## config.mk

```make
export PLATFORM = sky130hd
export DESIGN_NAME = conv_window_3x3_flat
export DESIGN_NICKNAME = d
export VERILOG_FILES = /design/src/rtl/conv_window_3x3_if.sv /design/src/rtl/conv_window_3x3.sv /design/src/flat_wrapper.sv
export SDC_FILE = /design/constraint.sdc
export NUM_CORES = 1
export LEC_CHECK = 0
export ABC_AREA = 0
export ABC_CLOCK_PERIOD_IN_PS = 2000
export CAP_MARGIN = 10
export CELL_PAD_IN_SITES_DETAIL_PLACEMENT = 0
export CELL_PAD_IN_SITES_GLOBAL_PLACEMENT = 1
export CORE_AREA = 2 2 155 157
export DETAILED_ROUTE_END_ITERATION = 16
export DIE_AREA = 0 0 157 159
export PLACE_DENSITY = 0.76
export SLEW_MARGIN = 5
export SYNTH_ARGS = -nofsm -noshare
export SYNTH_HDL_FRONTEND = slang
export SYNTH_SLANG_ARGS = --single-unit
export TNS_END_PERCENT = 5
```

## constraint.sdc

```tcl
create_clock -name clk -period 2 [get_ports clk]
set_clock_uncertainty 0.15 [all_clocks]
set_input_delay 0.2 -clock clk [delete_from_list [all_inputs] [get_ports clk]]
set_output_delay 0.2 -clock clk [all_outputs]
set_load 0.1 [all_outputs]
```

## src/rtl/conv_window_3x3_if.sv

```systemverilog
// conv_window_3x3_if: pixel-in / window-out signal bundle for the 3x3 window generator.
interface conv_window_3x3_if #(
    parameter int WIDTH = 4
) ();
    logic               in_valid;
    logic [WIDTH-1:0]   in_pix;
    logic               win_valid;
    logic [9*WIDTH-1:0] win;
    logic               frame_done;
    modport master (output in_valid, in_pix, input win_valid, win, frame_done);
    modport slave  (input in_valid, in_pix, output win_valid, win, frame_done);
endinterface

```

## src/rtl/conv_window_3x3.sv

```systemverilog
// conv_window_3x3: streaming 3x3 valid-window generator built from two row delay lines.
module conv_window_3x3 #(
    parameter int IMG_W = 32,
    parameter int IMG_H = 32,
    parameter int WIDTH = 4
) (
    input logic clk,
    input logic rst,
    conv_window_3x3_if.slave i_bus
);
    localparam int CW = $clog2(IMG_W);
    localparam int RW = $clog2(IMG_H);
    logic [CW-1:0]             r_col;
    logic [RW-1:0]             r_row;
    logic [IMG_W*WIDTH-1:0]    r_lb1, r_lb2;
    logic [2:0][2*WIDTH-1:0]   r_hist;
    logic [2:0][WIDTH-1:0]     w_new;
    logic [2:0][3*WIDTH-1:0]   w_win;
    logic                      w_last_col, w_last_row, w_emit;
    assign w_last_col = r_col == CW'(IMG_W - 1);
    assign w_last_row = r_row == RW'(IMG_H - 1);
    assign w_emit     = i_bus.in_valid && r_row >= RW'(2) && r_col >= CW'(2);
    assign w_new      = {i_bus.in_pix, r_lb1[IMG_W*WIDTH-1 -: WIDTH], r_lb2[IMG_W*WIDTH-1 -: WIDTH]};
    // r_hist holds columns col-2 (upper half) and col-1 (lower half) of each window row
    always_comb begin
        for (int k = 0; k < 3; k++)
            w_win[k] = {w_new[k], r_hist[k][WIDTH-1:0], r_hist[k][2*WIDTH-1:WIDTH]};
    end
    always_ff @(posedge clk) begin
        if (i_bus.in_valid) begin
            r_lb1 <= {r_lb1[(IMG_W-1)*WIDTH-1:0], i_bus.in_pix};
            r_lb2 <= {r_lb2[(IMG_W-1)*WIDTH-1:0], r_lb1[IMG_W*WIDTH-1 -: WIDTH]};
            for (int k = 0; k < 3; k++)
                r_hist[k] <= {r_hist[k][WIDTH-1:0], w_new[k]};
        end
    end
    always_ff @(posedge clk or posedge rst) begin
        if (rst) begin
            r_col            <= '0;
            r_row            <= '0;
            i_bus.win_valid  <= 1'b0;
            i_bus.frame_done <= 1'b0;
            i_bus.win        <= '0;
        end else begin
            if (i_bus.in_valid) begin
                r_col <= w_last_col ? '0 : r_col + CW'(1);
                r_row <= w_last_col ? (w_last_row ? '0 : r_row + RW'(1)) : r_row;
            end
            i_bus.win_valid  <= w_emit;
            i_bus.frame_done <= w_emit && w_last_col && w_last_row;
            if (w_emit)
                i_bus.win <= w_win;
        end
    end
endmodule

```

## src/flat_wrapper.sv

```systemverilog
// flat-port wrapper written by rule: the top's interface ports become plain ports
module conv_window_3x3_flat 
#(
    parameter int IMG_W = 32,
    parameter int IMG_H = 32,
    parameter int WIDTH = 4
)
  (clk, rst, i_bus_in_valid, i_bus_in_pix, i_bus_win_valid, i_bus_win, i_bus_frame_done);
  conv_window_3x3_if #(.WIDTH(WIDTH)) i_bus_i ();
  input logic clk;
  input logic rst;
  input wire logic [$bits(i_bus_i.in_valid)-1:0] i_bus_in_valid;
  input wire logic [$bits(i_bus_i.in_pix)-1:0] i_bus_in_pix;
  output wire logic [$bits(i_bus_i.win_valid)-1:0] i_bus_win_valid;
  output wire logic [$bits(i_bus_i.win)-1:0] i_bus_win;
  output wire logic [$bits(i_bus_i.frame_done)-1:0] i_bus_frame_done;
  assign i_bus_i.in_valid = i_bus_in_valid;
  assign i_bus_i.in_pix = i_bus_in_pix;
  assign i_bus_win_valid = i_bus_i.win_valid;
  assign i_bus_win = i_bus_i.win;
  assign i_bus_frame_done = i_bus_i.frame_done;
  conv_window_3x3 #(.IMG_W(IMG_W), .IMG_H(IMG_H), .WIDTH(WIDTH)) u_core (.clk(clk), .rst(rst), .i_bus(i_bus_i));
endmodule
```

==> Yosys cells after proc, flatten, opt, wreduce, memory -nomap -nowiden <==
Cells that the tools add are included.
{ "word_totals": {"out_inout_bits": 38, "n_memories": 0, "mem_bits_ro": 0, "ramBits": 0, "latchBits": 0, "regBits": 328, "wordCells": 23, "inputBits": 7} }
{ "classes": {"div": 0, "n_reduce_logical": 5, "add_sub_neg": 2, "n_bitwise": 0, "shifts": 0, "n_mul": 0, "muxes": 2, "n_lt_le_gt_ge": 2, "n_eq_ne": 2} }
{ "ops": {"columns": ["op", "n"], "rows": [
  ["$add 5x1->5 const B", 2],
  ["$eq 5x5->1 const B", 2],
  ["$ge 5x2->1 const B", 2],
  ["$mux 5", 2],
  ["$logic_and 1x1->1", 4],
  ["$reduce_and 2->1", 1]
]} }

==> Longest topological paths before layout <==
{ "depth": {"depth_word": 5, "depth_mapped": 7, "ltp_nobuf": 6} }

==> Worst setup path before layout <==
Ideal clock, no wire load.
{ "synth_timing": {"kind": "reg-to-reg", "from": "register u_core.r_col[0]", "to": "register u_core.i_bus.win[0]", "setup_ns": 0.125, "synth_period_minus_slack_ns": 1.803, "t_required_ns": 1.725, "arrival_time_ns": 1.527, "n_path_buf": 2, "path_stages_with_launch": 8, "slack_ns": 0.197, "cell_sequence": "dfrtp_1 > inv_1 > ha_1 > nor2_1 > a221o_1 > buf_6 > buf_12 > mux2_4"} }
{ "synth_between": {"elab_chain_cells": 2} }
{ "synth_rtl": {"columns": ["item", "line_no", "source"], "rows": [
  ["start, declared", "conv_window_3x3.sv:13", "logic [CW-1:0] r_col;"],
  ["start signal, assigned", "conv_window_3x3.sv:46", "r_col <= w_last_col ? '0 : r_col + CW'(1);"],
  ["$ge 5x2->1", "conv_window_3x3.sv:22", "assign w_emit = i_bus.in_valid && r_row >= RW'(2) && r_col >= CW'(2);"],
  ["$logic_and 1x1->1", "conv_window_3x3.sv:22", null],
  ["end signal, assigned", "conv_window_3x3.sv:52", "i_bus.win <= w_win;"],
  ["end, declared", "conv_window_3x3_if.sv:11", "modport slave (input in_valid, in_pix, output win_valid, win, frame_done);"]
]} }
No other way between the ends.
A chain may end at the register's enable or synchronous reset.

==> Worst setup path after layout <==
{ "layout_timing": {"from": "register u_core.r_col[0]", "to": "register u_core.i_bus.win[28]"} }
Same word-level chain as after synthesis.

==> results_dict.tcl <==
set metrics [dict create \
    hold_end "u_core.r_hist[18]" \
    grt_pass1_vias 3961 \
    rsz0062_at_grt "no" \
    synth-edff-count 264 \
    yosysTopAreaCellShare 0.789 \
    globalRouteOverflowTotal 0 \
    r2r_cells 6 \
    place_hpwl_um 7060 \
    antenna_found_initial 0 \
    ys_ff_latch 312 \
    fmax_mhz 525 \
    vias 3829 \
    slew_headroom 0.763 \
    post-route-drc-count 0 \
    reg2reg_from "u_core.r_col[0]" \
    dieWidth_um 157 \
    clkTransAtPathRegs_ns 0.06 \
    synth_ff_type "edfxtp_1" \
    dp.cells 768 \
    crit_chain "inv_1, ha_1, nor2_1, a221o_2, buf_12, mux2_4" \
    seq_area_um2 9130 \
    leakage_nw 4.55 \
    p_per_area_nw_per_um2 1550 \
    synthDistinctLibCells 24 \
    slowest_stage "dfrtp_1" \
    wirelength_um 13400 \
    grt_pass1_wl_um 21600 \
    worst-path-buf-inv 2 \
    cts_buffer_depth 3 \
    worst_hold_slack_ns 0.113 \
    syn_area_per_cell_um2 25.0 \
    postCtsSetupBuffers 0 \
    dp_slack_ns 0.00764 \
    viasPerCell 4.65 \
    fin_crit_ns 1.90 \
    tritoncts "yes" \
    finalCritPeriodShare 0.952 \
    vdd_drop_max_v 0.00153 \
    grt_max_degree 62 \
    rows 56 \
    crit_required_ns 2.26 \
    drive_above_1_share 0.286 \
    drt-initial-drc-count 290 \
    multi_input_area_um2 832 \
    async_flop_share 0.154 \
    synth_area_um2 10000 \
    cap_violations 0 \
    critPathTopFamily "flip-flops" \
    fin_util 0.516 \
    yosys-top-cells-area "edfxtp_1 (79%), dfrtp_1 (12%), mux2_4 (4.3%)" \
    dieHeight_um 159 \
    hold_depth 1 \
    post_drt_wl_per_cell_um 16.3 \
    reg2reg_slack_ns 0.1 \
    gp_congestion 0.703 \
    io_buffers 44 \
    crit_type "register to register" \
    fin_tns_setup_ns 0 \
    slowest_delay_ns 0.41 \
    crit_arrival_ns 2.16 \
    firstDrtPassIters 6 \
    worstPathMaxFanout 21 \
    tightest_slew_ns 0.355 \
    diodes 0 \
    critPathLaunchType "register" \
    run_status "finished clean" \
    antenna_left 0 \
    cts_root_buffer "clkbuf_16" \
    grtUsageTotal 0.109 \
    ioPinCount 45 \
    fillers 1771 \
    hp-class "primary input to register" \
    synth_warnings 0 \
    fin_cells 823 \
    synth_seq_area_share 0.909 \
    synth_top_area_cell "edfxtp_1" \
    htree_levels 1 \
    start_util 0.433 \
    die_area_um2 25000 \
    clock_latency_ns 0.53 \
    slew_viol_final 0 \
    final_hold_viol_count 0 \
    core_um2 23200 \
    final_nets 495 \
    hp-start "i_bus_in_pix[2]" \
    endpoint_kind "register" \
    syn-num-nets 414 \
    synthCells 401 \
    cts-buffers-inserted 29 \
    setup_violations 0 \
    r2r-end "u_core.i_bus.win[28]" \
    area_growth_pct 19.1 \
    setup_ws_ns 0.0968 \
    clock-sinks 312 \
]
-- flip-flops by register name, indices dropped and copies added, names as in the netlist --
signal	cells
u_core.i_bus.frame_done	1
u_core.i_bus.win	36
u_core.i_bus.win_valid	1
u_core.r_col	5
u_core.r_hist	22
u_core.r_lb1	121
u_core.r_lb2	121
u_core.r_row	5
-- Yosys cell counts (3+ instances only) --
| cell | n |
|---|---|
| edfxtp_1 | 264 |
| dfrtp_1 | 48 |
| mux2_4 | 29 |
| mux2_2 | 9 |
| o21ai_0 | 7 |
| ha_1 | 6 |
| nand2_1 | 6 |
| inv_1 | 5 |
| buf_12 | 3 |
| nor2_1 | 3 |
| o31ai_1 | 3 |
-- cells by family (layout without fill, tap and decap cells) --
group	count (synthesis)	after routing	synth area share
flip-flops	312	312	0.909
buffers and inverters	9	112	0.00897
adder cells (fa/ha/maj)	6	6	0.00747
AO/OA/AOI/OAI	13	13	0.00810
AND/OR/NAND/NOR	21	21	0.0112
multiplexers	40	40	0.0554
-- stage by stage --
| stage | power (mW) | instance area, um^2 |
|---|---|---|
| after CTS | 18.7 | 12000 |
| final | 18.5 | 12000 |
| after global routing | 19.2 | 12000 |
| after floorplan | 11.7 | 10000 |
| after detailed placement | 12.8 | 10900 |
| after global placement | 12.7 | 10900 |
-- per-layer routing --
metal | vias up | track usage | share of wire
li1 | 1727 | - | -
met1 | 1971 | 0.163 | 0.49
met2 | 95 | 0.157 | 0.43
met3 | 36 | 0.0280 | 0.051
met4 | 0 | 0.0334 | 0.024
met5 | - | 0 | 0
-- area by class of cell --
cell class,instances,area share
clock inverters,16,0.0203
repair buffers,54,0.0439
clock buffers,37,0.0682
inverters,5,0.00157
well taps,319,0.0334
multi-input cells,80,0.0695
flip-flops and latches,312,0.763
-- worst register-to-register path, stage by stage, from the launching register on --
cell     delay [ns]
dfrtp_1        0.41
inv_1          0.12
ha_1           0.16
nor2_1         0.05
a221o_2        0.39
buf_12         0.19
mux2_4         0.33
-- cells in the final DEF (no fill, tap or decap), drive strengths merged, types with 2 or more instances in the layout --
master and n:
edfxtp 264, dfrtp 48, buf 47, mux2 38, clkbuf 37, clkinv 8, o21ai 7, bufinv 6
nand2 6, ha 6, clkdlybuf4s50 5, inv 5, nor2 3, o31ai 3, nor3 2, mux2i 2
nand2b 2, nand3 2, and3 2, clkinvlp 2, dlygate4sd3 2
-- timing repair --
| action | in CTS | in global routing |
|---|---|---|
| gates resized for setup | 0 | 5 |
| setup endpoints to repair | 0 | 20 |
| endpoints found under the hold margin | 16 | 0 |
| hold buffers | 2 | 0 |
-- how the worst max path moves through the flow --
stage / to / startpoint / depth (start not counted) / slack, ns
after global placement: u_core.i_bus.win[16] / u_core.r_row[0] / 6 / 0.09
after floorplan: u_core.i_bus.win[0] / u_core.r_col[0] / 7 / 0.20
after CTS: u_core.r_row[0] / u_core.r_col[1] / 6 / 0.02
final: u_core.i_bus.win[28] / u_core.r_col[0] / 6 / 0.1
after global routing: u_core.i_bus.win[15] / u_core.r_row[0] / 6 / 0.001
after detailed placement: u_core.r_row[2] / u_core.r_col[1] / 6 / 0.008
-- report_power, final --
group | switching [mW] | internal, mW | total (mW)
logic | 3.30 | 1.10 | 4.39
registers | 0.395 | 7.84 | 8.23
clock network | 2.25 | 3.66 | 5.90
total | 5.94 | 12.6 | 18.5
(Power assumes the default switching activity.)
